`src/rtl/multicycle_controller.sv`:
```
`default_nettype none
// ============================================================================
// Module   : multicycle_controller
// Function : Multi-cycle fetch/decode/execute/memory/write-back sequencer
//            for an RV32I-style core, with retire counter and halt/error flags.
// Revision : 1.0
// ============================================================================
module multicycle_controller #(
    parameter int CNT_W       = 32,
    parameter int MEM_TIMEOUT = 16
) (
    input  logic             clk,
    input  logic             reset,
    input  logic             run,
    input  logic [6:0]       opcode,
    input  logic [2:0]       funct3,
    input  logic             imem_ready,
    input  logic             dmem_ready,
    output logic             imem_req,
    output logic             ir_write,
    output logic             pc_write,
    output logic             reg_write,
    output logic [1:0]       wb_sel,
    output logic             dmem_read,
    output logic             dmem_write,
    output logic             branch_eq,
    output logic             branch_ne,
    output logic             branch_lt,
    output logic             branch_ge,
    output logic             branch_u,
    output logic             jump,
    output logic [2:0]       state,
    output logic             halted,
    output logic             error,
    output logic [CNT_W-1:0] retired_count
);

    localparam int              TO_W    = $clog2(MEM_TIMEOUT);
    localparam logic [TO_W-1:0] TO_LAST = TO_W'(MEM_TIMEOUT - 1);

    localparam logic [2:0] S_IDLE   = 3'd0;
    localparam logic [2:0] S_FETCH  = 3'd1;
    localparam logic [2:0] S_DECODE = 3'd2;
    localparam logic [2:0] S_EXEC   = 3'd3;
    localparam logic [2:0] S_MEM    = 3'd4;
    localparam logic [2:0] S_WB     = 3'd5;
    localparam logic [2:0] S_HALT   = 3'd6;
    localparam logic [2:0] S_ERROR  = 3'd7;

    localparam logic [3:0] CLS_NONE   = 4'd0;
    localparam logic [3:0] CLS_R      = 4'd1;
    localparam logic [3:0] CLS_I      = 4'd2;
    localparam logic [3:0] CLS_LOAD   = 4'd3;
    localparam logic [3:0] CLS_STORE  = 4'd4;
    localparam logic [3:0] CLS_BRANCH = 4'd5;
    localparam logic [3:0] CLS_JAL    = 4'd6;
    localparam logic [3:0] CLS_JALR   = 4'd7;
    localparam logic [3:0] CLS_LUI    = 4'd8;
    localparam logic [3:0] CLS_AUIPC  = 4'd9;

    localparam logic [6:0] OP_SYSTEM = 7'b1110011;

    logic [2:0]       state_q,   state_d;
    logic [3:0]       cls_q,     cls_d;
    logic [TO_W-1:0]  timeout_q, timeout_d;
    logic [CNT_W-1:0] count_q,   count_d;
    logic [3:0]       w_cls;
    logic             w_br_ok;

    always_comb begin
        w_cls = CLS_NONE;
        case (opcode)
            7'b0110011: w_cls = CLS_R;
            7'b0010011: w_cls = CLS_I;
            7'b0000011: w_cls = CLS_LOAD;
            7'b0100011: w_cls = CLS_STORE;
            7'b1100011: w_cls = CLS_BRANCH;
            7'b1101111: w_cls = CLS_JAL;
            7'b1100111: w_cls = CLS_JALR;
            7'b0110111: w_cls = CLS_LUI;
            7'b0010111: w_cls = CLS_AUIPC;
            default:    w_cls = CLS_NONE;
        endcase
    end

    // funct3 010/011 are the only undefined branch encodings
    assign w_br_ok = (funct3[2:1] != 2'b01);

    always_ff @(posedge clk or negedge reset) begin
        if (!reset) begin
            state_q   <= S_IDLE;
            cls_q     <= CLS_NONE;
            timeout_q <= '0;
            count_q   <= '0;
        end else begin
            state_q   <= state_d;
            cls_q     <= cls_d;
            timeout_q <= timeout_d;
            count_q   <= count_d;
        end
    end

    always_comb begin
        state_d   = state_q;
        cls_d     = cls_q;
        timeout_d = timeout_q;
        case (state_q)
            S_IDLE: begin
                if (run) state_d = S_FETCH;
            end
            S_FETCH: begin
                if (imem_ready)              state_d = S_DECODE;
                else if (timeout_q == TO_LAST) state_d = S_ERROR;
                else                         timeout_d = timeout_q + 1'b1;
            end
            S_DECODE: begin
                cls_d = w_cls;
                if (opcode == OP_SYSTEM)    state_d = S_HALT;
                else if (w_cls == CLS_NONE) state_d = S_ERROR;
                else                        state_d = S_EXEC;
            end
            S_EXEC: begin
                case (cls_q)
                    CLS_BRANCH:          state_d = w_br_ok ? S_FETCH : S_ERROR;
                    CLS_LOAD, CLS_STORE: state_d = S_MEM;
                    default:             state_d = S_WB;
                endcase
            end
            S_MEM: begin
                if (dmem_ready)                state_d = (cls_q == CLS_LOAD) ? S_WB : S_FETCH;
                else if (timeout_q == TO_LAST) state_d = S_ERROR;
                else                           timeout_d = timeout_q + 1'b1;
            end
            S_WB:    state_d = S_FETCH;
            default: state_d = state_q;
        endcase
        // each wait window starts fresh when the access state is entered
        if ((state_d != state_q) && ((state_d == S_FETCH) || (state_d == S_MEM)))
            timeout_d = '0;
    end

    assign count_d = pc_write ? count_q + 1'b1 : count_q;

    always_comb begin
        imem_req   = 1'b0;
        ir_write   = 1'b0;
        pc_write   = 1'b0;
        reg_write  = 1'b0;
        wb_sel     = 2'd0;
        dmem_read  = 1'b0;
        dmem_write = 1'b0;
        branch_eq  = 1'b0;
        branch_ne  = 1'b0;
        branch_lt  = 1'b0;
        branch_ge  = 1'b0;
        branch_u   = 1'b0;
        jump       = 1'b0;
        case (state_q)
            S_FETCH: begin
                imem_req = 1'b1;
                ir_write = imem_ready;
            end
            S_EXEC: begin
                if ((cls_q == CLS_BRANCH) && w_br_ok) begin
                    pc_write  = 1'b1;
                    branch_eq = (funct3 == 3'b000);
                    branch_ne = (funct3 == 3'b001);
                    branch_lt = funct3[2] & ~funct3[0];
                    branch_ge = funct3[2] &  funct3[0];
                    branch_u  = funct3[2] &  funct3[1];
                end
            end
            S_MEM: begin
                dmem_read  = (cls_q == CLS_LOAD);
                dmem_write = (cls_q == CLS_STORE);
                pc_write   = (cls_q == CLS_STORE) && dmem_ready;
            end
            S_WB: begin
                reg_write = 1'b1;
                pc_write  = 1'b1;
                if (cls_q == CLS_LOAD)                              wb_sel = 2'd1;
                else if ((cls_q == CLS_JAL) || (cls_q == CLS_JALR)) wb_sel = 2'd2;
                jump     = (cls_q == CLS_JAL) || (cls_q == CLS_JALR);
                branch_u = (cls_q == CLS_JALR);
            end
            default: ;
        endcase
    end

    assign state         = state_q;
    assign halted        = (state_q == S_HALT);
    assign error         = (state_q == S_ERROR);
    assign retired_count = count_q;

endmodule
`default_nettype wire

```
`config.mk`:
```
export PLATFORM = sky130hd
export DESIGN_NAME = multicycle_controller
export DESIGN_NICKNAME = d
export VERILOG_FILES = /design/src/rtl/multicycle_controller.sv
export SDC_FILE = /design/constraint.sdc
export NUM_CORES = 1
export LEC_CHECK = 0
export CORE_ASPECT_RATIO = 0.6
export CORE_MARGIN = 5
export CORE_UTILIZATION = 49
export CTS_CLUSTER_SIZE = 40
export DETAILED_ROUTE_END_ITERATION = 16
export PLACE_DENSITY = 0.8
export SLEW_MARGIN = 20
export SYNTH_ARGS = -nofsm -noshare
export SYNTH_HDL_FRONTEND = slang
export SYNTH_SLANG_ARGS = --single-unit
export TNS_END_PERCENT = 20
```
`constraint.sdc`:
```
create_clock -name clk -period 2.05 [get_ports clk]
set_input_delay 0.41 -clock clk [delete_from_list [all_inputs] [get_ports clk]]
set_output_delay 0.41 -clock clk [all_outputs]
set_load 0.005 [all_outputs]
```
After elaboration in Yosys (flattened, before gate mapping)
Cells that the tools add are included.
Widths: inputs -> output; s select.
- register bits after elaboration: 43
- output and inout port bits: 51
- logic and storage cells: 88
- add/subtract/negate cells: 2
- eq/ne operators: 30
- multiplexer cells: 37
- bitwise gates (word level): 4
- reductions and logical operators: 11
- operator list (kind ; count):
    $pmux 4 s9 ; 1
    $add 32x1->32 const B ; 1
    $eq 7x7->1 const B ; 4
    $mux 3 ; 8
    $eq 7x6->1 const B ; 3
    $pmux 3 s6 ; 1
    $eq 4x3->1 const B ; 4
    $mux 1 ; 16
    $mux 4 ; 4
    $eq 3x3->1 const B ; 5
    $eq 7x5->1 const B ; 2
    $eq 3x1->1 const B ; 3
    $pmux 4 s2 ; 1
    $eq 7x2->1 const B ; 1
    $eq 3x2->1 const B ; 2
    $logic_not 3->1 ; 2
    $mux 2 ; 3
    $ne 3x3->1 const B ; 2
    $pmux 3 s2 ; 1
    $add 4x1->4 const B ; 1
    $eq 4x2->1 const B ; 1
    $eq 4x4->1 const B ; 1
    $logic_not 4->1 ; 1
    $and 1x1->1 ; 3
    other kinds (10) ; 13

Logic depth before layout (Yosys ltp)
- depth in word-level cells: 11
- depth in mapped cells: 8

Worst setup path after synthesis
Ideal clock, no wire load.
- kind: input port to flip-flop
- start point: input opcode[2]
- end point: register timeout_q[0]
- setup time: 0.142 ns
- arrival: 1.887 ns
- data required time: 1.908 ns
- setup slack: 0.021 ns
- stages: 6
- path buffers: 1
- cell sequence: buf_2 -> or4_4 -> a311oi_2 -> o31ai_2 -> a2111oi_4 -> nor3_1
- cells in the longest elaborated chain, start to end: 11
- elaborated cells between the ends (all ways): 25
- classes of those cells: eq/ne (15); mux (5); reduce/logical (5)
- ends and longest elaborated chain (item ; RTL line ; source):
    from (decl) ; 15 ; input logic [6:0] opcode,
    $eq 7x5->1, or another cell as far along ; 72 ; case (opcode)
    $pmux 4 s9 ; 72 ;
    $logic_not 4->1 ; 119 ; else if (w_cls == CLS_NONE) state_d = S_ERROR;
    $mux 3 ; 119 ;
    $mux 3 * ; 118 ; if (opcode == OP_SYSTEM) state_d = S_HALT;
    $pmux 3 s6 * ; 107 ; case (state_q)
    net state_d[2] ; 63 ; logic [2:0] state_q, state_d;
    $eq 3x1->1 / $eq 3x3->1 (equally long branches) ; 138 ; if ((state_d != state_q) && ((state_d == S_FETCH) || (state_d == S_MEM)))
    $logic_or 1x1->1 ; 138 ;
    $logic_and 1x1->1 * ; 138 ;
    $ne 3x3->1 (no line) / $reduce_bool 3->1 (equally long branches) ; - ;
    $reduce_and 3->1 (no line) ; - ;
    to (signal assigned) ; 98 ; timeout_q <= timeout_d;
    to (decl) ; 65 ; logic [TO_W-1:0] timeout_q, timeout_d;
The timed path passes the listed nets; every way through them passes the cells marked *.
A chain may end at the register's enable or synchronous reset.

Final worst setup path
- start point: register state_q[2] (netlist: state[2])
- end point: output ir_write
- cells in the longest elaborated chain, start to end: 2
- ends and longest elaborated chain (item ; RTL line ; source):
    from (decl) ; 63 ;
    from (signal assigned) ; 96 ; state_q <= state_d;
    $eq 3x1->1 ; 158 ; case (state_q)
    $mux 1 ; 158 ;
    to (decl) ; 20 ; output logic ir_write,
Every way passes these cells.

==> metrics.txt <==
status finished, violations left; failing checks negative setup slack; setup violators final 10; count of cell types in the netlist between 50 and 60; Cell Area, Synth between 0.002 and 0.003 mm^2; ant diodes 0; total wire length 6790 um; Congestion Overflow GR 0; DR iter-0 viols around 160; EDFF count, synth 0; nets 382; num rows 20; drt pass-1 iters 4; Period Utilization, post-route 105%; Async SR Flop Fraction 100%; post-DR vias/cell roughly 5.5; worst endpoint data arrival time roughly 1800 ps; worst setup path endpoint ir_write; Post-Synth Adder-Cell Area 0.986%; post-route ant nets 0; Slew Viols, Final 0; crit path from state[2]$_DFF_PN0_; M1 wire length about 3200 um; CTS tree built; total negative slack -341 ps; routability cong. 0.812; Post-Synth Simple-Gate Area 29.5%; fill cell total of the finished layout approximately 340; Tot GR Track Use 21.3%; net switching power around 0.34 mW; global-route wire length before repair about 11000 um; Critical R2R Launch state[2]$_DFF_PN0_; Crit Path Class reg -> out; Worst Path Max Fanout 8; cells after synthesis around 260; peak supply drop ~0.00031 V; clock buffer depth 2; Reg power frac 54.6%; Critical Path RT between 1500 and 2000 ps; Post-synth top cells 43 x dfrtp_1, 29 x xnor2_1, 21 x nand3_1, 21 x nor2_1, 19 x nand2_1; initial antenna violation count 0; DRC violations left 0; largest cells by area after synthesis dfrtp_1 42%, xnor2_1 10%, nand3_1 4.1%; CTS root buffer clkbuf_8; IO Port Bufs 65; total CTS buffers 5; Total Power around 1.6 mW; top cell type's share of synthesized area 42.4%; core box area ~0.0050 mm^2; Post-Syn Nets around 270; terminus of the critical flop-to-flop path timeout_q[3]$_DFFE_PN0P_; hold_buf cts 0; RSZ-0062 raised after global routing true; WL per Instance 15.7 um; Compound-Gate Fraction of Synth Area approximately a tenth; Reg2Reg Depth 8; htree depth 2; Yosys top cell by area dfrtp_1; Hold Path Class in -> async; pwr dens between 400 and 500 mW/mm^2; Starting Density around 50%; largest family of logic cells by synthesized area simple AND/OR/NAND/NOR gates; post-synthesis mux area share 1.28%; Int Pwr between 1 and 1.5 mW; Clock power frac 37.2%; vias in the first global route between 2000 and 2500; Setup crit end kind output pin; Startpoint Class register; Max Cap Viol 0; largest net degree at the start of global routing 27; area delta synth->final 46.7%; die width slightly above 100 um; metal2 WL roughly 3200 um; Die Area a little under 0.007 mm^2; Die Y around 66 um; Hold Vio Cnt, Final 0; Synth Warn # 0; Worst-Margin Slew 651 ps; Seq/Total Area, Yosys ~42%; highest metal used met4; layout cells sized above 1 between 20% and 30%; Leak 1.68 nW; most frequent cell after synthesis dfrtp_1; Top FF cell, synth dfrtp_1; io pins between 60 and 70; fin crit period 2160 ps; setup slack after layout -108 ps; Detailed Place HPWL about 5200 um; clock sink total 43; post-synthesis average cell area around 10 um^2; FF-to-FF setup slack -20 ps; Synth Register Bits 43; Max Clock Skew roughly 7.5 ps; via count 2356; Clock transition at path regs 80 ps; Comb pwr share 8.1%; clk_lat worst skew between 200 and 300 ps; Max Freq 463 MHz; xor and xnor fraction of the mapped netlist area approximately an eighth; met3 WL post-DR roughly 380 um; sw frac around 22%; Rel. slew slack 56.2%
registers in the layout, indices dropped and copies added (netlist names):
signal         cells
cls_q              4
retired_count     32
state              3
timeout_q          4
how the worst min path moves through the flow:
stage | startpoint | endpoint | slack (ps) | cells past startpoint
2_1_floorplan | reset | cls_q[0]$_DFFE_PN0P_ | 110 | 0
3_3_place_gp | reset | retired_count[10]$_DFFE_PN0P_ | 440 | 1
3_5_place_dp | reset | retired_count[19]$_DFFE_PN0P_ | 430 | 1
4_1_cts | reset | retired_count[19]$_DFFE_PN0P_ | 120 | 1
5_1_grt | reset | retired_count[19]$_DFFE_PN0P_ | 150 | 1
6_report | reset | retired_count[20]$_DFFE_PN0P_ | 110 | 1
cell type report:
| cell class | count | area, um^2 | share of cell area (%) |
|---|---|---|---|
| flip-flops and latches | 43 | 1080 | 29.0 |
| multi-input cells | 198 | 1460 | 39.1 |
| well taps | 66 | 82.6 | 2.22 |
| inverters | 4 | 15.0 | 0.403 |
| clock buffers | 8 | 100 | 2.69 |
| repair buffers | 113 | 990 | 26.6 |
power by group through the flow:
| stage | logic, mW | registers, mW | clock network [mW] |
|---|---|---|---|
| 2_1_floorplan | 0.0379 | 0.867 | 0 |
| 3_3_place_gp | 0.120 | 0.868 | 0 |
| 3_5_place_dp | 0.123 | 0.868 | 0 |
| 4_1_cts | 0.127 | 0.851 | 0.590 |
| 5_1_grt | 0.140 | 0.852 | 0.636 |
| 6_report | 0.127 | 0.852 | 0.580 |
metrics by stage:
| step | hold WS [ps] | util [%] | setup slack, ps | cells | instance area [um^2] |
|---|---|---|---|---|---|
| after floorplan | 114 | - | 21.5 | 255 | 2540 |
| after global placement | 435 | 70.1 | -471 | 421 | 3530 |
| after detailed placement | 433 | 70.1 | -558 | 421 | 3530 |
| after CTS | 117 | 73.0 | -184 | 432 | 3670 |
| after global routing | 147 | 74.0 | -200 | 432 | 3720 |
| final | 105 | 74.0 | -108 | 432 | 3720 |
repair_timing:
| item | 4_1_cts | 5_1_grt |
|---|---|---|
| pin swaps | 8 | 1 |
| hold endpoints to repair | 0 | 0 |
| buffers inserted | 3 | 0 |
| setup endpoints to repair | 19 | 19 |
| gates resized for setup | 29 | 16 |
| cloned | 0 | 0 |
per-layer routing:
metal,vias to the layer above,GRT usage [%]
li1,1142,-
met1,1146,31.5
met2,66,32.4
met3,2,4.03
met4,0,4.20
met5,-,0
cell usage in the layout (no fill, tap or decap), types with 3 or more instances in the layout:
master and count:
buf_2 3, nand3_1 21, nand2_1 19, and2_1 3, buf_4 48, o21ai_0 6, and3_1 9, inv_1 3
and4_1 3, nor3_1 6, dlygate4sd2_1 11, dfrtp_1 40, nand4_1 7, nor2_1 19, nand3b_1 3, xor2_1 5
xnor2_1 29, dlymetal6s2s_1 3, a21oi_1 8, clkdlybuf4s50_1 47, clkbuf_8 7, dfrtp_2 3
critical path: stages, from the launching register on:
cell	delay, ps
dfrtp_1	430
buf_4	180
nand2b_4	150
nor2_2	90
and2_1	120
clkdlybuf4s50_1	500
kinds of logic (layout without fill, tap and decap cells):
kind of cell,count (synthesis),in the layout
xor gates and xnor gates,34,34
DFF,43,43
adders and majority gates,2,2
buffers and inverters,14,125
AOI/OAI and AO/OA,33,33
and+or+nand+nor,126,126
muxes,3,3
Power figures use the tool's default switching activity.
